### src/rtl/cipher_bridge_pkg.sv
// Shared definitions for the PicoBlaze cipher port bridge: register offsets,
// CTRL/STATUS bit positions and the sequencer state encoding.
package cipher_bridge_pkg;

    // Register offsets relative to the bridge base port_id
    localparam logic [7:0] OFF_KEY        = 8'd0;
    localparam logic [7:0] OFF_DATA       = 8'd1;
    localparam logic [7:0] OFF_RESULT     = 8'd2;
    localparam logic [7:0] OFF_CTRL       = 8'd3;
    localparam logic [7:0] OFF_STATUS     = 8'd4;
    localparam logic [7:0] OFF_STORE_BASE = 8'd5;

    // CTRL bit positions
    localparam int CTRL_START   = 0;
    localparam int CTRL_DECRYPT = 1;
    localparam int CTRL_CLEAR   = 2;
    localparam int CTRL_AUTO    = 3;
    localparam int CTRL_IRQ_EN  = 4;

    // STATUS bit positions (bits 7:5 read as zero)
    localparam int STAT_BUSY      = 0;
    localparam int STAT_DONE      = 1;
    localparam int STAT_KEY_FULL  = 2;
    localparam int STAT_DATA_FULL = 3;
    localparam int STAT_ERROR     = 4;

    typedef enum logic [1:0] {
        ST_IDLE,
        ST_ARM,
        ST_RUN,
        ST_STORE
    } bridge_state_e;

    // Absolute port_id of a register given the bridge base
    function automatic logic [7:0] port_addr(input logic [7:0] base, input logic [7:0] off);
        return base + off;
    endfunction

endpackage

### src/rtl/byte_lane_loader.sv
// Byte-serial loader: each accepted write fills the next byte lane, LSB first.
// A write arriving when every lane is filled is dropped and flagged.
module byte_lane_loader #(
    parameter int WIDTH = 64
) (
    input  logic             clk,
    input  logic             rst,
    input  logic             clr_i,
    input  logic             wr_i,
    input  logic [7:0]       byte_i,
    output logic [WIDTH-1:0] data_o,
    output logic             full_o,
    output logic             overflow_o
);

    localparam int NBYTES = WIDTH / 8;
    localparam int PW     = $clog2(NBYTES + 1);
    localparam logic [PW-1:0] NB_P = PW'(NBYTES);

    logic [PW-1:0] ptr_q;

    assign full_o     = (ptr_q == NB_P);
    assign overflow_o = wr_i && full_o;

    // Byte pointer: cleared on request, advances on each accepted write
    always_ff @(posedge clk or posedge rst) begin
        if (rst) begin
            ptr_q <= '0;
        end else if (clr_i) begin
            ptr_q <= '0;
        end else if (wr_i && !full_o) begin
            ptr_q <= ptr_q + PW'(1);
        end
    end

    genvar gi;
    generate
        for (gi = 0; gi < NBYTES; gi++) begin : g_lane
            logic [7:0] lane_q;

            // Lane register: captures the write byte when the pointer selects it
            always_ff @(posedge clk or posedge rst) begin
                if (rst) begin
                    lane_q <= 8'h00;
                end else if (wr_i && !full_o && (ptr_q == PW'(gi))) begin
                    lane_q <= byte_i;
                end
            end

            assign data_o[gi*8 +: 8] = lane_q;
        end
    endgenerate

endmodule

### src/rtl/cipher_port_bridge.sv
// PicoBlaze I/O-port front end for a block cipher core: loads key and data
// bytes, launches the core, captures the result and optionally streams it
// byte-wise into a result store, with a STATUS register and level interrupt.
module cipher_port_bridge
    import cipher_bridge_pkg::*;
#(
    parameter int         BLOCK_W = 64,
    parameter int         KEY_W   = 128,
    parameter logic [7:0] BASE    = 8'h30
) (
    input  logic               clk,
    input  logic               rst,
    input  logic [7:0]         port_id,
    input  logic [7:0]         out_port,
    input  logic               write_strobe,
    input  logic               read_strobe,
    output logic [7:0]         in_port,
    output logic               core_start,
    output logic               core_decrypt,
    output logic [KEY_W-1:0]   core_key,
    output logic [BLOCK_W-1:0] core_din,
    input  logic [BLOCK_W-1:0] core_dout,
    input  logic               core_ready,
    output logic [7:0]         mem_addr,
    output logic [7:0]         mem_din,
    output logic               mem_we,
    output logic               irq
);

    localparam int         BLOCK_BYTES   = BLOCK_W / 8;
    localparam logic [7:0] LAST_IDX      = 8'(BLOCK_BYTES - 1);
    localparam logic [7:0] BLOCK_BYTES_B = 8'(BLOCK_BYTES);

    localparam logic [7:0] ADDR_KEY    = port_addr(BASE, OFF_KEY);
    localparam logic [7:0] ADDR_DATA   = port_addr(BASE, OFF_DATA);
    localparam logic [7:0] ADDR_RESULT = port_addr(BASE, OFF_RESULT);
    localparam logic [7:0] ADDR_CTRL   = port_addr(BASE, OFF_CTRL);
    localparam logic [7:0] ADDR_STATUS = port_addr(BASE, OFF_STATUS);
    localparam logic [7:0] ADDR_SBASE  = port_addr(BASE, OFF_STORE_BASE);

    bridge_state_e      state_q, state_d;
    logic               decrypt_q, auto_store_q, irq_en_q;
    logic               done_q, error_q;
    logic [7:0]         store_ptr_q, idx_q, rptr_q;
    logic [BLOCK_W-1:0] result_q;

    logic key_wr, data_wr, ctrl_wr, status_wr, sbase_wr, result_rd;
    logic busy, clear_ptrs, err_set;
    logic start_ok, capture, finish, store_last;
    logic key_full, data_full, key_ovf, data_ovf;
    logic [7:0] status;

    assign key_wr    = write_strobe && (port_id == ADDR_KEY);
    assign data_wr   = write_strobe && (port_id == ADDR_DATA);
    assign ctrl_wr   = write_strobe && (port_id == ADDR_CTRL);
    assign status_wr = write_strobe && (port_id == ADDR_STATUS);
    assign sbase_wr  = write_strobe && (port_id == ADDR_SBASE);
    assign result_rd = read_strobe  && (port_id == ADDR_RESULT);

    assign busy       = (state_q != ST_IDLE);
    assign clear_ptrs = ctrl_wr && out_port[CTRL_CLEAR];

    // Busy-time writes to KEY/DATA/STORE_BASE and a busy start are dropped
    // and flagged, as are overflowing KEY/DATA writes.
    assign err_set = key_ovf || data_ovf
                   || (busy && (key_wr || data_wr || sbase_wr))
                   || (busy && ctrl_wr && out_port[CTRL_START]);

    byte_lane_loader #(.WIDTH(KEY_W)) u_key_loader (
        .clk        (clk),
        .rst        (rst),
        .clr_i      (clear_ptrs),
        .wr_i       (key_wr && !busy),
        .byte_i     (out_port),
        .data_o     (core_key),
        .full_o     (key_full),
        .overflow_o (key_ovf)
    );

    byte_lane_loader #(.WIDTH(BLOCK_W)) u_data_loader (
        .clk        (clk),
        .rst        (rst),
        .clr_i      (clear_ptrs),
        .wr_i       (data_wr && !busy),
        .byte_i     (out_port),
        .data_o     (core_din),
        .full_o     (data_full),
        .overflow_o (data_ovf)
    );

    // Sequencer next state and core/store outputs
    always_comb begin
        state_d    = state_q;
        start_ok   = 1'b0;
        capture    = 1'b0;
        finish     = 1'b0;
        store_last = 1'b0;
        core_start = 1'b0;
        mem_we     = 1'b0;
        mem_addr   = 8'h00;
        mem_din    = 8'h00;
        case (state_q)
            ST_IDLE: begin
                if (ctrl_wr && out_port[CTRL_START]) begin
                    start_ok = 1'b1;
                    state_d  = ST_ARM;
                end
            end
            ST_ARM: begin
                // Core is being kicked this cycle; a stale ready is ignored
                core_start = 1'b1;
                state_d    = ST_RUN;
            end
            ST_RUN: begin
                if (core_ready) begin
                    capture = 1'b1;
                    if (auto_store_q) begin
                        state_d = ST_STORE;
                    end else begin
                        finish  = 1'b1;
                        state_d = ST_IDLE;
                    end
                end
            end
            ST_STORE: begin
                mem_we   = 1'b1;
                mem_addr = store_ptr_q + idx_q;
                mem_din  = result_q[{idx_q, 3'b000} +: 8];
                if (idx_q == LAST_IDX) begin
                    store_last = 1'b1;
                    finish     = 1'b1;
                    state_d    = ST_IDLE;
                end
            end
            default: state_d = ST_IDLE;
        endcase
    end

    // Sequencer state, mode bits, flags, result and store bookkeeping
    always_ff @(posedge clk or posedge rst) begin
        if (rst) begin
            state_q      <= ST_IDLE;
            decrypt_q    <= 1'b0;
            auto_store_q <= 1'b0;
            irq_en_q     <= 1'b0;
            done_q       <= 1'b0;
            error_q      <= 1'b0;
            result_q     <= '0;
            rptr_q       <= 8'h00;
            idx_q        <= 8'h00;
            store_ptr_q  <= 8'h00;
        end else begin
            state_q <= state_d;

            if (ctrl_wr) begin
                decrypt_q    <= out_port[CTRL_DECRYPT];
                auto_store_q <= out_port[CTRL_AUTO];
                irq_en_q     <= out_port[CTRL_IRQ_EN];
            end

            // Setting a flag takes priority over a coincident W1C
            if (err_set) begin
                error_q <= 1'b1;
            end else if (status_wr && out_port[STAT_ERROR]) begin
                error_q <= 1'b0;
            end

            if (finish) begin
                done_q <= 1'b1;
            end else if (start_ok || (status_wr && out_port[STAT_DONE])) begin
                done_q <= 1'b0;
            end

            if (capture) begin
                result_q <= core_dout;
            end

            if (capture || clear_ptrs) begin
                rptr_q <= 8'h00;
            end else if (result_rd) begin
                rptr_q <= (rptr_q == LAST_IDX) ? 8'h00 : rptr_q + 8'd1;
            end

            if (state_q == ST_STORE && !store_last) begin
                idx_q <= idx_q + 8'd1;
            end else begin
                idx_q <= 8'h00;
            end

            if (store_last) begin
                store_ptr_q <= store_ptr_q + BLOCK_BYTES_B;
            end else if (sbase_wr && !busy) begin
                store_ptr_q <= out_port;
            end
        end
    end

    // STATUS image and read-port multiplexer
    always_comb begin
        status                 = 8'h00;
        status[STAT_BUSY]      = busy;
        status[STAT_DONE]      = done_q;
        status[STAT_KEY_FULL]  = key_full;
        status[STAT_DATA_FULL] = data_full;
        status[STAT_ERROR]     = error_q;
        in_port                = 8'h00;
        if (port_id == ADDR_RESULT) begin
            in_port = result_q[{rptr_q, 3'b000} +: 8];
        end else if (port_id == ADDR_STATUS) begin
            in_port = status;
        end
    end

    assign core_decrypt = decrypt_q;
    assign irq          = irq_en_q && (done_q || error_q);

endmodule

### config.mk
export PLATFORM = sky130hd
export DESIGN_NAME = cipher_port_bridge
export DESIGN_NICKNAME = d
export VERILOG_FILES = /design/src/rtl/cipher_bridge_pkg.sv /design/src/rtl/byte_lane_loader.sv /design/src/rtl/cipher_port_bridge.sv
export SDC_FILE = /design/constraint.sdc
export NUM_CORES = 1
export LEC_CHECK = 0
export CAP_MARGIN = 20
export CELL_PAD_IN_SITES_DETAIL_PLACEMENT = 0
export CELL_PAD_IN_SITES_GLOBAL_PLACEMENT = 1
export CORE_MARGIN = 3
export CORE_UTILIZATION = 37
export CTS_CLUSTER_SIZE = 10
export DETAILED_ROUTE_END_ITERATION = 8
export GPL_TIMING_DRIVEN = 0
export HOLD_SLACK_MARGIN = 0.02
export PLACE_DENSITY_LB_ADDON = 0.05
export SETUP_SLACK_MARGIN = 0.5
export SKIP_CTS_REPAIR_TIMING = 1
export SYNTH_ARGS = -nofsm -noshare
export SYNTH_HDL_FRONTEND = slang
export SYNTH_SLANG_ARGS = --single-unit
### constraint.sdc
create_clock -name clk -period 8.5 [get_ports clk]
set_clock_uncertainty 0.1 [all_clocks]
set_input_delay 0.85 -clock clk [delete_from_list [all_inputs] [get_ports clk]]
set_output_delay 0.85 -clock clk [all_outputs]
set_load 0.05 [all_outputs]
==> metrics.md <==
| Metric | Value |
|---|---|
| Root buf cell | clkbuf_16 |
| Core box area | 36100 sq um |
| FP Rows | 69 |
| Final HPWL DP | 30.6 mm |
| Initial antenna violation count | 3 |
| Critical path data required time | about 7.6 ns |
| Most used cell, CP | clkdlybuf4s50_1 |
| Initial drt markers | around 470 |
| Placer Congestion | 0.834 |
| # fillers | around 3300 |
| Via Count | slightly below 10000 |
| Die Span X | 199 um |
| Clock Sinks | 296 |
| Worst Setup Start Kind | primary input |
| Sequential cell area fraction in the yosys report | 54.0% |
| CTS tree | done |
| TritonRoute pass-1 iters | 4 |
| Mapped Area | 13700 sq um |
| CTS Buffer Depth | 3 |
| Critical path peak fanout | 8 |
| Vias in the first global route | 10300 |
| Post-synth EDFFs | 0 |
| Total power | 3.20 mW |
| Pwr dens | 172 nW/um^2 |
| Io pins | between 300 and 400 |
| Worst setup EP type | primary output |
| Critical Path AT | about 4.1 ns |
| RSZ-0062 raised after global routing | no |
| Synth area leader | dfrtp_1 |
| Post-DRT Antenna Nets | 0 |
| Total Nets Final | 1561 |
| Worst-Skew Late Latency | 0.51 ns |
| Syn_nets | 1211 |
| Period utilization | 59.2% |
| Largest net degree at the start of global routing | 41 |
| Fin Setup TNS | 0 ns |
| Delay of the slowest cell on the worst path | 0.86 ns |
| Distinct cell type count after synthesis | 63 |
| Primary FF master, synth | dfrtp_1 |
| Starting Density | 38.0% |
| H-tree depth | 2 |
| Grt total ovfl | 0 |
| Layout cells sized above 1 | 21.9% |
| Max-cap violations | 0 |
| Detailed-route wire length per cell | 21.7 um |
| First-pass GRT wire length | 64.1 mm |
| Slowest stage cell, crit path | clkdlybuf4s50_1 |
| Post-synthesis register bit count | 296 |
| Crit path buffers/inverters | 3 |
| Total die area | 39400 sq um |
| Final hold vios | 0 |
| Cell with the most instances after synthesis | dfrtp_1 |
| Die span in y | between 150 and 200 um |
| Vias/cell | 5.14 |
| Worst-path clk slew | 0.05 ns |
| Async S/R FF share, synth | 100% |
| Cells after synthesis | 1106 |
| Buffers on Ports | 302 |
| # setup viols final | 0 |
| Peak Freq | between 150 and 200 MHz |
| Storage cell area | ~7400 sq um |
| Multi-input logic area | between 5000 and 6000 sq um |
| Cell family with most CP delay | buffers and inverters |
| TritonCTS Buffers | 37 |
| Mean Syn Cell Area | 12.4 sq um |
| Synth warnings | 0 |
| Fin crit period | approximately 5.0 ns |
| DRC viols | 0 |
| Area Overhead vs Synth | 35.4% |
| Critical path class | in -> out |
| Top cells by count, synth | 296 x dfrtp_1, 216 x nand2_1, 194 x mux2_2, 45 x clkbuf_1, 37 x nor2_1 |
| Post-Route WL | 42.0 mm |
| Area contributors post-synth | dfrtp_1 54%, mux2_2 16%, nand2_1 5.9%, mux4_2 5.3%, ha_1 1.7% |
| Max-slew violation count | 0 |
| Global Route Usage Sum | 21.2% |
| CP Cell Sequence | clkdlybuf4s50_1 > nor4b_2 > nand2_1 > or4_1 > clkbuf_1 > o2bb2ai_1 > clkdlybuf4s50_1 |
| Worst slew pin tran | 0.979 ns |
| Relative slew margins | 34.5% |
| Share of the synthesized area in the top cell type | 54.0% |
| Hold WC Path Type | reg -> reg |
| Leak | 8.41 nW |
| Status | complete, no violations |
| VDD IR-drop max | 142 uV |
==> state kept, by name, indices dropped and copies added (netlist names), 2 cells and up <==
signal                       cells
u_key_loader.ptr_q               5
idx_q                            8
u_key_loader.g_lane.lane_q     128
u_data_loader.g_lane.lane_q     64
rptr_q                           8
store_ptr_q                      8
result_q                        64
u_data_loader.ptr_q              4
state_q                          2
==> cells by family (layout without fill, tap and decap cells) <==
| group | after synthesis | after routing | share of synthesized area (%) |
|---|---|---|---|
| XOR/XNOR | 10 | 10 | 0.639 |
| buffers and inverters | 81 | 445 | 2.38 |
| multiplexers | 245 | 245 | 22.6 |
| AO/OA/AOI/OAI | 79 | 79 | 4.01 |
| adder cells (fa/ha/maj) | 20 | 20 | 1.88 |
| flip-flops | 296 | 296 | 54.0 |
| other | 0 | 3 | 0 |
| AND/OR/NAND/NOR | 375 | 375 | 14.5 |
==> worst register-to-register path: stages, from the launching register on <==
cell,delay [ns]
dfrtp_1,0.43
nor3_4,0.35
nand3_4,0.24
buf_6,0.27
nor4b_4,0.80
mux2_2,0.42
==> cell type report <==
cell class / count / share of cell area, %
Sequential cell: 296 / 39.9
Multi-Input combinational cell: 729 / 32.2
Timing Repair Buffer: 311 / 17.2
Clock buffer: 47 / 5.40
Tap cell: 461 / 3.11
Buffer: 65 / 1.44
Clock inverter: 6 / 0.418
Inverter: 16 / 0.344
Antenna cell: 3 / 0.0404
==> report_power, final <==
group	switching (mW)	leakage, nW	internal [mW]	total, mW
sequential	0.0376	4.02	1.46	1.50
clock	0.590	0.533	0.857	1.45
combinational	0.139	3.86	0.114	0.253
total	0.767	8.41	2.43	3.20
==> placed cells by master, fill, tap and decap left out, drive strengths merged, types with 3 or more instances in the layout <==
cell type	instances
clkdlybuf4s50	302
dfrtp	296
nand2	216
mux2	195
clkbuf	92
nor2	40
mux4	32
nand3	32
buf	29
o21ai	19
ha	19
mux2i	18
inv	18
and3	11
a21oi	11
nor3	11
nand4	9
nor4b	9
nand2b	7
or4	7
xor2	6
nand3b	5
o31ai	5
nor4	5
and3b	4
o41ai	4
nor2b	4
o211ai	4
a211oi	4
o22ai	4
xnor2	4
diode	3
nand4bb	3
a221o	3
or2	3
nand4b	3
a21o	3
o21a	3
o221ai	3
==> final timing paths <==
path                                                               from                                      endpoint  slack, ns  cells after the start
max                                                          port_id[2]                                    in_port[1]       3.47                      7
min                        u_key_loader.g_lane[5].lane_q[1]$_DFFE_PP0P_  u_key_loader.g_lane[5].lane_q[1]$_DFFE_PP0P_       0.38                      1
max reg2reg                                      state_q[0]$_DFFE_PP0P_  u_key_loader.g_lane[4].lane_q[2]$_DFFE_PP0P_       5.76                      5
min reg2reg                u_key_loader.g_lane[5].lane_q[1]$_DFFE_PP0P_  u_key_loader.g_lane[5].lane_q[1]$_DFFE_PP0P_       0.38                      1
max in group asynchronous                                           rst  u_key_loader.g_lane[9].lane_q[2]$_DFFE_PP0P_       6.32                      6
min in group asynchronous                                           rst                      result_q[48]$_DFFE_PP0P_       0.63                      2
==> through the flow <==
| step | worst slack [ns] | hold WS, ns | util [%] | instance area, sq um | std cells |
|---|---|---|---|---|---|
| 3_3_place_gp | 1.14 | 0.369 | 48.0 | 17300 | 1869 |
| 2_1_floorplan | 3.62 | 0.357 | - | 13700 | 1106 |
| 3_5_place_dp | 3.47 | 0.374 | 48.4 | 17500 | 1878 |
| 4_1_cts | 3.47 | 0.385 | 51.4 | 18600 | 1931 |
| 5_1_grt | 3.26 | 0.415 | 51.5 | 18600 | 1934 |
| 6_report | 3.47 | 0.382 | 51.5 | 18600 | 1934 |
==> metal layers <==
metal  up-vias  global-route usage [%]  share of wire, %
li1       4620                       -                 -
met1      5021                    29.6                45
met2       246                    34.2                47
met3        50                    4.67               6.1
met4         0                    4.87               1.8
met5         -                       0                 0
(Power assumes the default switching activity.)
